### src/rtl/disp_elev_pkg.sv
// rtl/disp_elev_pkg.sv - shared display codes, FSM states and helpers for the elevator controller
// The 7-segment decoder consumes the same CODE_* constants.
package disp_elev_pkg;

   localparam int NUM_FLOORS = 3;

   localparam logic [2:0] CODE_F0   = 3'b000;
   localparam logic [2:0] CODE_F1   = 3'b001;
   localparam logic [2:0] CODE_F2   = 3'b010;
   localparam logic [2:0] CODE_UP   = 3'b011;
   localparam logic [2:0] CODE_DN   = 3'b100;
   localparam logic [2:0] CODE_STOP = 3'b111;

   localparam logic DIR_UP = 1'b1;
   localparam logic DIR_DN = 1'b0;

   typedef enum logic [2:0] {
      IDLE    = 3'd0,
      DOOR    = 3'd1,
      MOVE_UP = 3'd2,
      MOVE_DN = 3'd3,
      HALT    = 3'd4
   } state_e;

   function automatic logic [2:0] floor_code(input logic [1:0] f);
      case (f)
         2'd1:    return CODE_F1;
         2'd2:    return CODE_F2;
         default: return CODE_F0;
      endcase
   endfunction

   function automatic logic [2:0] floor_onehot(input logic [1:0] f);
      return 3'b001 << f;
   endfunction

endpackage

### src/rtl/disp_elev_sched.sv
// rtl/disp_elev_sched.sv - combinational travel-direction evaluator
// Direction preference: keep going up if dir is up and work lies above, else serve below, else above.
module disp_elev_sched
   import disp_elev_pkg::*;
(
   input  logic [1:0] floor_i,
   input  logic [2:0] req_i,
   input  logic       dir_i,
   output logic       go_up_o,
   output logic       go_dn_o
);

   logic above;
   logic below;

   always_comb begin
      above = 1'b0;
      below = 1'b0;
      for (int k = 0; k < NUM_FLOORS; k++) begin
         if (2'(k) > floor_i) above = above | req_i[k];
         if (2'(k) < floor_i) below = below | req_i[k];
      end
   end

   assign go_up_o = above & ((dir_i == DIR_UP) | ~below);
   assign go_dn_o = below & ~((dir_i == DIR_UP) & above);

endmodule

### src/rtl/disp_encode_elev.sv
// rtl/disp_encode_elev.sv - 3-floor elevator controller driving the registered display code
// Optional odd-parity output p enabled by defining DISP_ENC_PARITY_EN.
module disp_encode_elev
   import disp_elev_pkg::*;
#(
   parameter int TRAVEL_TICKS = 50_000_000,
   parameter int DOOR_TICKS   = 100_000_000
) (
   input  logic       clk,
   input  logic       rst_n,
   input  logic [2:0] call,
   input  logic       stop,
   output logic       o0,
   output logic       o1,
   output logic       o2
`ifdef DISP_ENC_PARITY_EN
   ,
   output logic       p
`endif
);

   localparam int MAX_TICKS = (TRAVEL_TICKS > DOOR_TICKS) ? TRAVEL_TICKS : DOOR_TICKS;
   localparam int TW = (MAX_TICKS > 1) ? $clog2(MAX_TICKS) : 1;
   localparam logic [TW-1:0] TRAVEL_LOAD = TW'(TRAVEL_TICKS - 1);
   localparam logic [TW-1:0] DOOR_LOAD   = TW'(DOOR_TICKS - 1);

   state_e          state_q, state_d;
   logic [1:0]      floor_q, floor_d;
   logic [2:0]      req_q, req_d;
   logic            dir_q, dir_d;
   logic [TW-1:0]   timer_q, timer_d;
   logic [2:0]      code_q, code_d;

   logic [2:0]      set_mask;
   logic [2:0]      req_eff;
   logic [1:0]      floor_arr;
   logic            arr_dir;
   logic            go_up, go_dn;
   logic            arr_up, arr_dn;
   logic            arr_further;
   logic            at_stop_floor;

   always_comb begin
      set_mask = '0;
      for (int k = 0; k < NUM_FLOORS; k++) begin
         set_mask[k] = call[k] & ~stop & (state_q != HALT)
                     & ~(((state_q == IDLE) | (state_q == DOOR)) & (floor_q == 2'(k)));
      end
   end

   assign req_eff   = req_q | set_mask;
   assign arr_dir   = (state_q == MOVE_UP) ? DIR_UP : DIR_DN;
   assign floor_arr = (state_q == MOVE_UP) ? floor_q + 2'd1 : floor_q - 2'd1;

   disp_elev_sched u_sched_cur (
      .floor_i (floor_q),
      .req_i   (req_q),
      .dir_i   (dir_q),
      .go_up_o (go_up),
      .go_dn_o (go_dn)
   );

   // Evaluated at the arrival floor with the travel direction forced, so go_* means "work further on".
   disp_elev_sched u_sched_arr (
      .floor_i (floor_arr),
      .req_i   (req_eff),
      .dir_i   (arr_dir),
      .go_up_o (arr_up),
      .go_dn_o (arr_dn)
   );

   assign arr_further   = (state_q == MOVE_UP) ? arr_up : arr_dn;
   assign at_stop_floor = |(req_eff & floor_onehot(floor_arr));

   always_comb begin
      state_d = state_q;
      floor_d = floor_q;
      req_d   = req_eff;
      dir_d   = dir_q;
      timer_d = timer_q;

      if (stop) begin
         state_d = HALT;
         timer_d = '0;
      end else begin
         case (state_q)
            IDLE: begin
               if (call[floor_q] | |(req_q & floor_onehot(floor_q))) begin
                  state_d = DOOR;
                  timer_d = DOOR_LOAD;
                  req_d   = req_eff & ~floor_onehot(floor_q);
               end else if (go_up) begin
                  state_d = MOVE_UP;
                  timer_d = TRAVEL_LOAD;
                  dir_d   = DIR_UP;
               end else if (go_dn) begin
                  state_d = MOVE_DN;
                  timer_d = TRAVEL_LOAD;
                  dir_d   = DIR_DN;
               end
            end
            DOOR: begin
               if (call[floor_q]) begin
                  timer_d = DOOR_LOAD;
               end else if (timer_q == '0) begin
                  state_d = IDLE;
               end else begin
                  timer_d = timer_q - TW'(1);
               end
            end
            MOVE_UP, MOVE_DN: begin
               if (timer_q == '0) begin
                  floor_d = floor_arr;
                  if (at_stop_floor) begin
                     state_d = DOOR;
                     timer_d = DOOR_LOAD;
                     req_d   = req_eff & ~floor_onehot(floor_arr);
                  end else if (arr_further) begin
                     timer_d = TRAVEL_LOAD;
                  end else begin
                     state_d = IDLE;
                  end
               end else begin
                  timer_d = timer_q - TW'(1);
               end
            end
            HALT: begin
               state_d = IDLE;
               timer_d = '0;
            end
            default: begin
               state_d = IDLE;
               timer_d = '0;
            end
         endcase
      end
   end

   always_comb begin
      case (state_d)
         IDLE, DOOR: code_d = floor_code(floor_d);
         MOVE_UP:    code_d = CODE_UP;
         MOVE_DN:    code_d = CODE_DN;
         HALT:       code_d = CODE_STOP;
         default:    code_d = CODE_F0;
      endcase
   end

   always_ff @(posedge clk or negedge rst_n) begin
      if (!rst_n) begin
         state_q <= IDLE;
         floor_q <= 2'd0;
         req_q   <= 3'b000;
         dir_q   <= DIR_UP;
         timer_q <= '0;
         code_q  <= CODE_F0;
      end else begin
         state_q <= state_d;
         floor_q <= floor_d;
         req_q   <= req_d;
         dir_q   <= dir_d;
         timer_q <= timer_d;
         code_q  <= code_d;
      end
   end

   assign {o2, o1, o0} = code_q;

`ifdef DISP_ENC_PARITY_EN
   logic p_q;

   always_ff @(posedge clk or negedge rst_n) begin
      if (!rst_n) begin
         p_q <= 1'b1;
      end else begin
         p_q <= ~(^code_d);
      end
   end

   assign p = p_q;
`endif

endmodule

### config.mk
export PLATFORM = sky130hd
export DESIGN_NAME = disp_encode_elev
export DESIGN_NICKNAME = d
export VERILOG_FILES = /design/src/rtl/disp_elev_pkg.sv /design/src/rtl/disp_elev_sched.sv /design/src/rtl/disp_encode_elev.sv
export SDC_FILE = /design/constraint.sdc
export NUM_CORES = 1
export LEC_CHECK = 0
export CAP_MARGIN = 10
export CORE_ASPECT_RATIO = 1.5
export CORE_MARGIN = 3
export CORE_UTILIZATION = 64
export CTS_BUF_LIST = sky130_fd_sc_hd__clkbuf_8
export DETAILED_ROUTE_END_ITERATION = 16
export PLACE_DENSITY = 0.92
export SLEW_MARGIN = 20
export SYNTH_ARGS = -nofsm -noshare
export SYNTH_HDL_FRONTEND = slang
export SYNTH_SLANG_ARGS = --single-unit
### constraint.sdc
create_clock -name clk -period 4.22 [get_ports clk]
set_input_delay 1.266 -clock clk [delete_from_list [all_inputs] [get_ports clk]]
set_output_delay 1.266 -clock clk [all_outputs]
set_load 0.005 [all_outputs]
==> metrics.md, run 1 <==
| Metric | Value |
|---|---|
| Final Critical Period | 3977 ps |
| Net count reported at finish | between 300 and 400 |
| Worst-path clk slew | 80 ps |
| Register bit total from synthesis | 39 |
| Setup crit start | stop |
| Layout cells sized above 1 | 0.07602 |
| WL met1 | 2855 µm |
| Avg Vias per Cell | around 7.4 |
| Die span in x | roughly 60 µm |
| Worst-margin pin slew | 884.4 ps |
| Hold WC Path Type | reg -> reg |
| Cell Rows | 28 |
| Post-synth EDFFs | 0 |
| Relative slew slack | 0.4104 |
| Antenna-violating nets left | 0 |
| Grt ovf | 0 |
| Total die area | 5249 µm² |
| Post-CTS sizing | 0 |
| Placeable Area | 4099 µm² |
| Flop-to-flop setup slack | between 600 and 700 ps |
| CTS Buf Count | 5 |
| Worst path arrival time | approximately 4200 ps |
| Largest area contributor in the netlist | dfrtp_1 |
| Filler cells | 340 |
| Number of global-route vias before repair | ~2.7k |
| Slew Limit Fails | 0 |
| Clock Latency Late Sink | a little over 300 ps |
| Initial cell density of the core | 0.6871 |
| FF-to-FF Start | timer_q[0] |
| Port Buffers | 8 |
| Reg-to-reg endpoint | timer_q[6] |
| IO Count | 9 |
| VDD IR max | 0.0007534 V |
| Syn Area/Cell | around 8.3 µm² |
| Top post-synthesis cells by area | dfrtp_1 (34%), o21ai_0 (6.6%), nand2_1 (5.5%) |
| Top cell type's share of synthesized area | 0.3376 |
| Register area share after synthesis | 0.3470 |
| Vert. Die Dim | 87.25 µm |
| H-tree depth | 2 |
| WP data required | approximately 4400 ps |
| Synth warn | 0 |
| Crit path max fanout | 33 |
| Max-Cap Viols | 0 |
| Tot Pwr | 2071 µW |
| Residual DRC count | 0 |
| DR vias | 2850 |
| RSZ-0062 raised after global routing | no |
| Final Hold Viols | 0 |
| WL final | approximately 7400 µm |
| Mapped Nets | 352 |
| Pleak | between 0.001 and 0.0015 µW |
| Syn-to-layout area delta | 6.219% |
| WL met2 | approximately 3700 µm |
| Cells after synthesis | 340 |
| DR top layer | met4 |
| Largest net degree at the start of global routing | 40 |
| Startpoint types | input port |
| Reg area | 977.2 µm² |
| PwrDens | roughly 690 nW/µm² |
| RD Place Congestion | approximately 0.97 |
| Area of the multi-input gates | between 1500 and 2000 µm² |
| GRT Util Overall | 0.3065 |
| Antenna violations before repair | 0 |
| Longest Clk Path Bufs | 2 |
| Achievable Freq | 251.4 MHz |
| Total inserted antenna cells | 0 |
| CTS root buf | clkbuf_8 |
| Worst Hold Path Cells | 1 |
| Post-CTS Setup Inserts | 0 |
| Mapped Area | about 2800 µm² |
| TritonCTS clock tree | yes |
| Outcome | finished clean |
| Crit path capture | timer_q[18] |
| Final-report setup violation count | 0 |
| Setup TNS | 0 ps |
| Avg WL per Cell | approximately 19 µm |
| 1st-iter DRT viols | roughly 230 |
| Critical setup path kind | in -> reg |
| Final worst path period share | 0.9425 |
| Clock Sinks | 39 |
| Synth Flop Type | dfrtp_1 |
| Clock skew | roughly 15 ps |
| Global-route wire length before repair | between 10000 and 15000 µm |
| Ys async rst share | 1.000 |
| Pre-antenna DRT Iters | 5 |
| Hold buffers post-CTS | 0 |
| Synth cell types | 58 |
| Element type at the critical path end | flop |
| R2R depth | 10 |
| HPWL Detailed | 5124 µm |
| Routed wl met3 | 356 µm |
-- report_power, final --
part           internal [µW]  total [µW]  switching, µW
Sequential               477         616            138
Clock                    115         262            147
Combinational            405        1190            788
Total                    998        2070           1070
-- cells by family after synthesis --
logic type / count (synthesis) / share of synthesized area
AO/OA/AOI/OAI: 132 / 0.3256
XOR/XNOR: 3 / 0.009331
adder cells (fa/ha/maj): 6 / 0.02665
buffers and inverters: 31 / 0.05198
flip-flops: 39 / 0.3470
multiplexers: 2 / 0.007108
AND/OR/NAND/NOR: 127 / 0.2323
-- worst min path at each step --
stage | slack (ps) | start | end
2_1_floorplan | 460 | timer_q[26] | timer_q[26]
3_5_place_dp | 490 | timer_q[13] | timer_q[13]
6_report | 520 | timer_q[13] | timer_q[13]
4_1_cts | 510 | timer_q[13] | timer_q[13]
3_3_place_gp | 480 | timer_q[13] | timer_q[13]
5_1_grt | 540 | timer_q[13] | timer_q[13]
-- worst max-delay path, cell delays in order --
cell	delay, ps
clkdlybuf4s50_1	510
nor4b_1	470
a311o_1	310
nor3_1	90
a311o_1	340
o21a_1	230
o21bai_4	580
o21ai_0	230
o311ai_0	140
-- synth_stat cells (all sizes together), types with 3 or more instances --
cell type and number:
nand2 41, a311o 4, o21a 3, nand3 12
a31oi 13, or3 6, o31a 3, o221ai 3
buf 6, a22o 4, clkbuf 14, inv 11
nor3b 4, ha 6, nor3 12, o21ai 42
nor4b 3, o211ai 4, a21oi 12, o41ai 3
o311ai 6, a21o 10, nor4 8, and2 5
or4 7, nand2b 4, nor2 19, dfrtp 38
o31ai 9
-- layout make-up --
type	instances	share of cell area
tap	45	0.01882
timing repair buffer	14	0.04433
clock buffer	5	0.02300
inverter	11	0.01464
clock inverter	3	0.006692
multi-input combinational	270	0.5659
sequential	39	0.3266
-- state kept, by name, summed over array words and instances, names as in the netlist --
signal and count:
floor_q 2, state_q 3, code_q 3, timer_q 27
dir_q 1, req_q 3
-- cell usage in the layout (no fill, tap or decap), types with 5 or more instances in the layout --
| cell type | count |
|---|---|
| o311ai_0 | 6 |
| o21ai_0 | 37 |
| clkbuf_8 | 5 |
| buf_4 | 5 |
| or4_1 | 6 |
| dfrtp_1 | 38 |
| a31oi_1 | 13 |
| clkdlybuf4s50_1 | 7 |
| and2_1 | 5 |
| a21o_1 | 10 |
| o31ai_1 | 9 |
| nor2_1 | 19 |
| inv_1 | 10 |
| nand3_1 | 12 |
| a21oi_1 | 11 |
| ha_1 | 6 |
| o21ai_1 | 5 |
| nor4_1 | 8 |
| or3_1 | 6 |
| nand2_1 | 41 |
| nor3_1 | 11 |
-- stage by stage --
| stage | instances | hold slack (ps) | cell area [µm²] | utilization | setup WS, ps |
|---|---|---|---|---|---|
| after floorplan | 340 | 460.1 | 2816 | - | 720.3 |
| after global placement | 379 | 483.6 | 2903 | 0.7082 | 179.5 |
| after detailed placement | 379 | 494.0 | 2903 | 0.7082 | -6.532 |
| after CTS | 387 | 511.6 | 2992 | 0.7299 | 295.2 |
| after global routing | 387 | 538.7 | 2992 | 0.7299 | 75.31 |
| final | 387 | 516.8 | 2992 | 0.7299 | 242.8 |
-- layer usage --
| layer | vias up | GRT usage |
|---|---|---|
| li1 | 1313 | - |
| met1 | 1358 | 0.3349 |
| met2 | 127 | 0.5187 |
| met3 | 52 | 0.05935 |
| met4 | 0 | 0.2036 |
| met5 | - | 0 |
Power figures use the tool's default switching activity.
==> inputs of run 2 (changes only) <==
--- a/config.mk
+++ b/config.mk
@@ -11,8 +11,9 @@
 export CORE_UTILIZATION = 64
 export CTS_BUF_LIST = sky130_fd_sc_hd__clkbuf_8
 export DETAILED_ROUTE_END_ITERATION = 16
-export PLACE_DENSITY = 0.92
+export PLACE_DENSITY = 0.91
 export SLEW_MARGIN = 20
 export SYNTH_ARGS = -nofsm -noshare
 export SYNTH_HDL_FRONTEND = slang
+export SYNTH_HIERARCHICAL = 1
 export SYNTH_SLANG_ARGS = --single-unit
==> run 2 against run 1 <==
  * Critical path depth is 3 higher
  * Sequential share of layout area is 2.5 points lower
  * Worst setup slack better by 170 ps
  * Die area is 5.6% higher
  * Core utilization is 1.3 points higher
  * Fmax is 4.5% higher
  * Clock power is 26% higher
  * Highest routed layer unchanged
  * Global-route usage is 0.50 points higher
  * Clock-buffer cell count is 1 higher
  * Hold slack better by 12 ps
  * Power is 35% lower
  * Clock skew is 11 ps lower
==> metrics.md, run 2 <==
| Metric | Value |
|---|---|
| Final-report setup violation count | 0 (unchanged) |
| FF-to-FF Start | floor_q[0] |
| R2R depth | 10 (unchanged) |
| Placeable Area | 4354 µm² (+6.2%) |
| Ys async rst share | 1.000 (unchanged) |
| Global-route wire length before repair | 13460 µm (+9.1%) |
| RSZ-0062 raised after global routing | no |
| Pre-CTS WS | 146.6 ps (+153.2 ps) |
| Most instantiated cells after synthesis | dfrtp_1 (38), nand2_1 (29), o21ai_0 (27), nor2_1 (26) |
| Total inserted antenna cells | 0 (unchanged) |
| Clock skew | 3.566 ps (-11.47 ps) |
| Flop-to-flop setup slack | 710 ps (+30 ps) |
| Net count reported at finish | 374 (+5.9%) |
| CTS Buf Count | 5 (unchanged) |
| Top post-synthesis cells by area | dfrtp_1 (32%), o21ai_0 (4.5%), o211ai_1 (4.0%) |
| Commonest non-fill, non-tap cell in the layout | dfrtp_1 |
| Element type at the critical path end | flop |
| Top cell type's share of synthesized area | 0.3180 (-0.01964) |
| Achievable Freq | 262.6 MHz (+4.5%) |
| Crit path capture | timer_q[21] |
| DR vias | 3049 (+7.0%) |
| Longest Clk Path Bufs | 2 (unchanged) |
| CTS root buf | clkbuf_8 |
| Fin area | 3236 µm² (+8.2%) |
| Layout cells sized above 1 | 0.09589 (+0.01987) |
| Worst path arrival time | 3980 ps (-180 ps) |
| RD Place Congestion | 0.9481 (-2.0%) |
| Final Critical Period | 3807 ps (-169.8 ps) |
| Most flop-heavy register | timer_q |
| Clock Latency Late Sink | 300 ps (about the same) |
| Max-Cap Viols | 0 (unchanged) |
| Worst-path clk slew | 80 ps (about the same) |
| Crit path max fanout | 10 (-70%) |
| Pleak | 0.001307 µW (+6.2%) |
| Initial cell density of the core | 0.6868 (about the same) |
| Post-synth EDFFs | 0 (unchanged) |
| IO Count | 9 (unchanged) |
| Hold WC Path Type | reg -> reg |
| Cell Rows | 29 (+3.6%) |
| Avg WL per Cell | 20.04 µm (+5.2%) |
| Startpoint types | input port |
| Synth Flop Type | dfrtp_1 |
| Filler cells | 334 (-1.8%) |
| Syn-to-layout area delta | 8.201% |
| Pre-antenna DRT Iters | 5 (unchanged) |
| VDD IR max | 0.0003782 V (-50%) |
| Antenna-violating nets left | 0 (unchanged) |
| Syn Area/Cell | 8.284 µm² (about the same) |
| 1st-iter DRT viols | 253 (+9.1%) |
| Register bit total from synthesis | 39 (unchanged) |
| TritonCTS clock tree | yes |
| Mapped Area | 2990 µm² (+6.2%) |
| Hold buffers post-CTS | 0 (unchanged) |
| Fin util | 0.7431 (+0.01325) |
| GRT Util Overall | 0.3116 (+0.005043) |
| Relative slew slack | 0.3918 (-0.01860) |
| Total die area | 5545 µm² (+5.6%) |
| Cells after synthesis | 361 (+6.2%) |
| Synth warn | 6 (+6) |
| Most frequent cell after synthesis | dfrtp_1 |
| Placed cell areas | 3118 µm² (+7.4%) |
| Avg Vias per Cell | 7.418 (+0.74%) |
| Mapped Nets | 371 (+5.4%) |
| Post-CTS Setup Inserts | 0 (unchanged) |
| Grt ovf | 0 (unchanged) |
| WL final | 8236 µm (+12%) |
| Setup TNS | 0 ps (unchanged) |
| Clock Sinks | 39 (unchanged) |
| Synth cell types | 62 (+6.9%) |
| Reg-to-reg endpoint | timer_q[16] |
| Final Hold Viols | 0 (unchanged) |
| Outcome | finished clean |
| Largest net degree at the start of global routing | 40 (unchanged) |
| Post-CTS sizing | 0 (unchanged) |
| Largest register FFs | 27 (unchanged) |
| Final worst slack | 412.6 ps (+169.8 ps) |
| WP data required | 4400 ps (about the same) |
| Slew Limit Fails | 0 (unchanged) |
| Residual DRC count | 0 (unchanged) |
| Vert. Die Dim | 89.72 µm (+2.8%) |
| Port Buffers | 8 (unchanged) |
| H-tree depth | 2 (unchanged) |
| Antenna violations before repair | 0 (unchanged) |
| Critical setup path kind | in -> reg |
| PwrDens | 414.1 nW/µm² (-40%) |
| Register area share after synthesis | 0.3268 (-0.02018) |
| HPWL Detailed | 5678 µm (+11%) |
| Die span in x | 61.81 µm (+2.7%) |
| Setup crit start | stop |
| Number of global-route vias before repair | 2899 (+7.3%) |
| Final worst path period share | 0.9022 (-0.04024) |
| Worst-margin pin slew | 912.3 ps (+27.90 ps) |
| Hold_ws | 529.0 ps (+12.20 ps) |
| Largest area contributor in the netlist | dfrtp_1 |
| Most frequent cells in the layout | dfrtp_1 (38), nand2_1 (29), o21ai_0 (27) |
-- run 2: changes by cell type after synthesis, moves of 9 or more --
| cell | before | now |
|---|---|---|
| o21ai_0 | 37 | 27 |
| a31oi_1 | 13 | 3 |
| a21o_1 | 10 | 0 |
| inv_1 | 10 | 19 |
| nand2_1 | 41 | 29 |
| o211ai_1 | 4 | 16 |
-- run 2: cell type report --
class / instances / area, µm² / share of cell area
Multi-Input combinational cell: 282 / 1857 / 0.5739
Sequential cell: 39 / 977.2 / 0.3020
Timing Repair Buffer: 17 / 155.1 / 0.04795
Clock buffer: 6 / 82.58 / 0.02552
Inverter: 19 / 71.32 / 0.02204
Tap cell: 46 / 57.56 / 0.01779
Clock inverter: 2 / 35.03 / 0.01083
-- run 2: cells by family after synthesis --
kind of cell | synth area share
compound gates | 0.3406
xor+xnor | 0.008788
fa+ha+maj | 0.01674
buf+inv | 0.05397
flops | 0.3268
mux | 0.02385
simple gates | 0.2293
-- run 2: worst min-delay path by stage --
stage | from | to | slack, ps | depth (start not counted)
final | timer_q[26] | timer_q[26] | 530 | 1
after CTS | timer_q[26] | timer_q[26] | 520 | 1
after floorplan | timer_q[26] | timer_q[26] | 480 | 1
after detailed placement | timer_q[26] | timer_q[26] | 500 | 1
after global routing | timer_q[26] | timer_q[26] | 530 | 1
after global placement | timer_q[26] | timer_q[26] | 510 | 1
-- run 2: critical path, stage by stage --
cell	delay, ps
clkdlybuf4s50_1	490
nor2b_1	180
o21a_1	190
nand2_1	60
a32oi_1	220
nand3_1	140
nor4_1	320
o31ai_1	170
a211o_1	340
o21ai_4	320
buf_12	180
o211ai_1	100
-- run 2: stage by stage --
| step | power, µW | std cells |
|---|---|---|
| after floorplan | 859.5 | 361 |
| after global placement | 976.8 | 403 |
| after detailed placement | 992.6 | 403 |
| after CTS | 1325 | 411 |
| after global routing | 1415 | 411 |
| final | 1340 | 411 |
-- run 2: layer usage --
layer / routed length (µm) / track usage / vias up
met3: 625 / 0.06160 / 50
li1: - / - / 1391
met5: 0 / 0 / -
met1: 3020 / 0.3745 / 1424
met4: 469 / 0.1876 / 0
met2: 4121 / 0.4904 / 184
-- run 2: where the power goes --
| part | total, µW | internal [µW] | switching [µW] | leakage [µW] |
|---|---|---|---|---|
| registers | 486 | 418 | 67.2 | 0.000511 |
| logic | 523 | 201 | 322 | 0.000734 |
| clock network | 331 | 191 | 140 | 0.0000612 |
==> inputs of run 3 (changes only) <==
--- a/config.mk
+++ b/config.mk
@@ -12,7 +12,7 @@
 export CTS_BUF_LIST = sky130_fd_sc_hd__clkbuf_8
 export DETAILED_ROUTE_END_ITERATION = 16
 export PLACE_DENSITY = 0.91
-export SLEW_MARGIN = 20
+export SLEW_MARGIN = 0
 export SYNTH_ARGS = -nofsm -noshare
 export SYNTH_HDL_FRONTEND = slang
 export SYNTH_HIERARCHICAL = 1
==> results of run 3 <==
No change in the layout: final DEF, timing and power equal those of run 2.
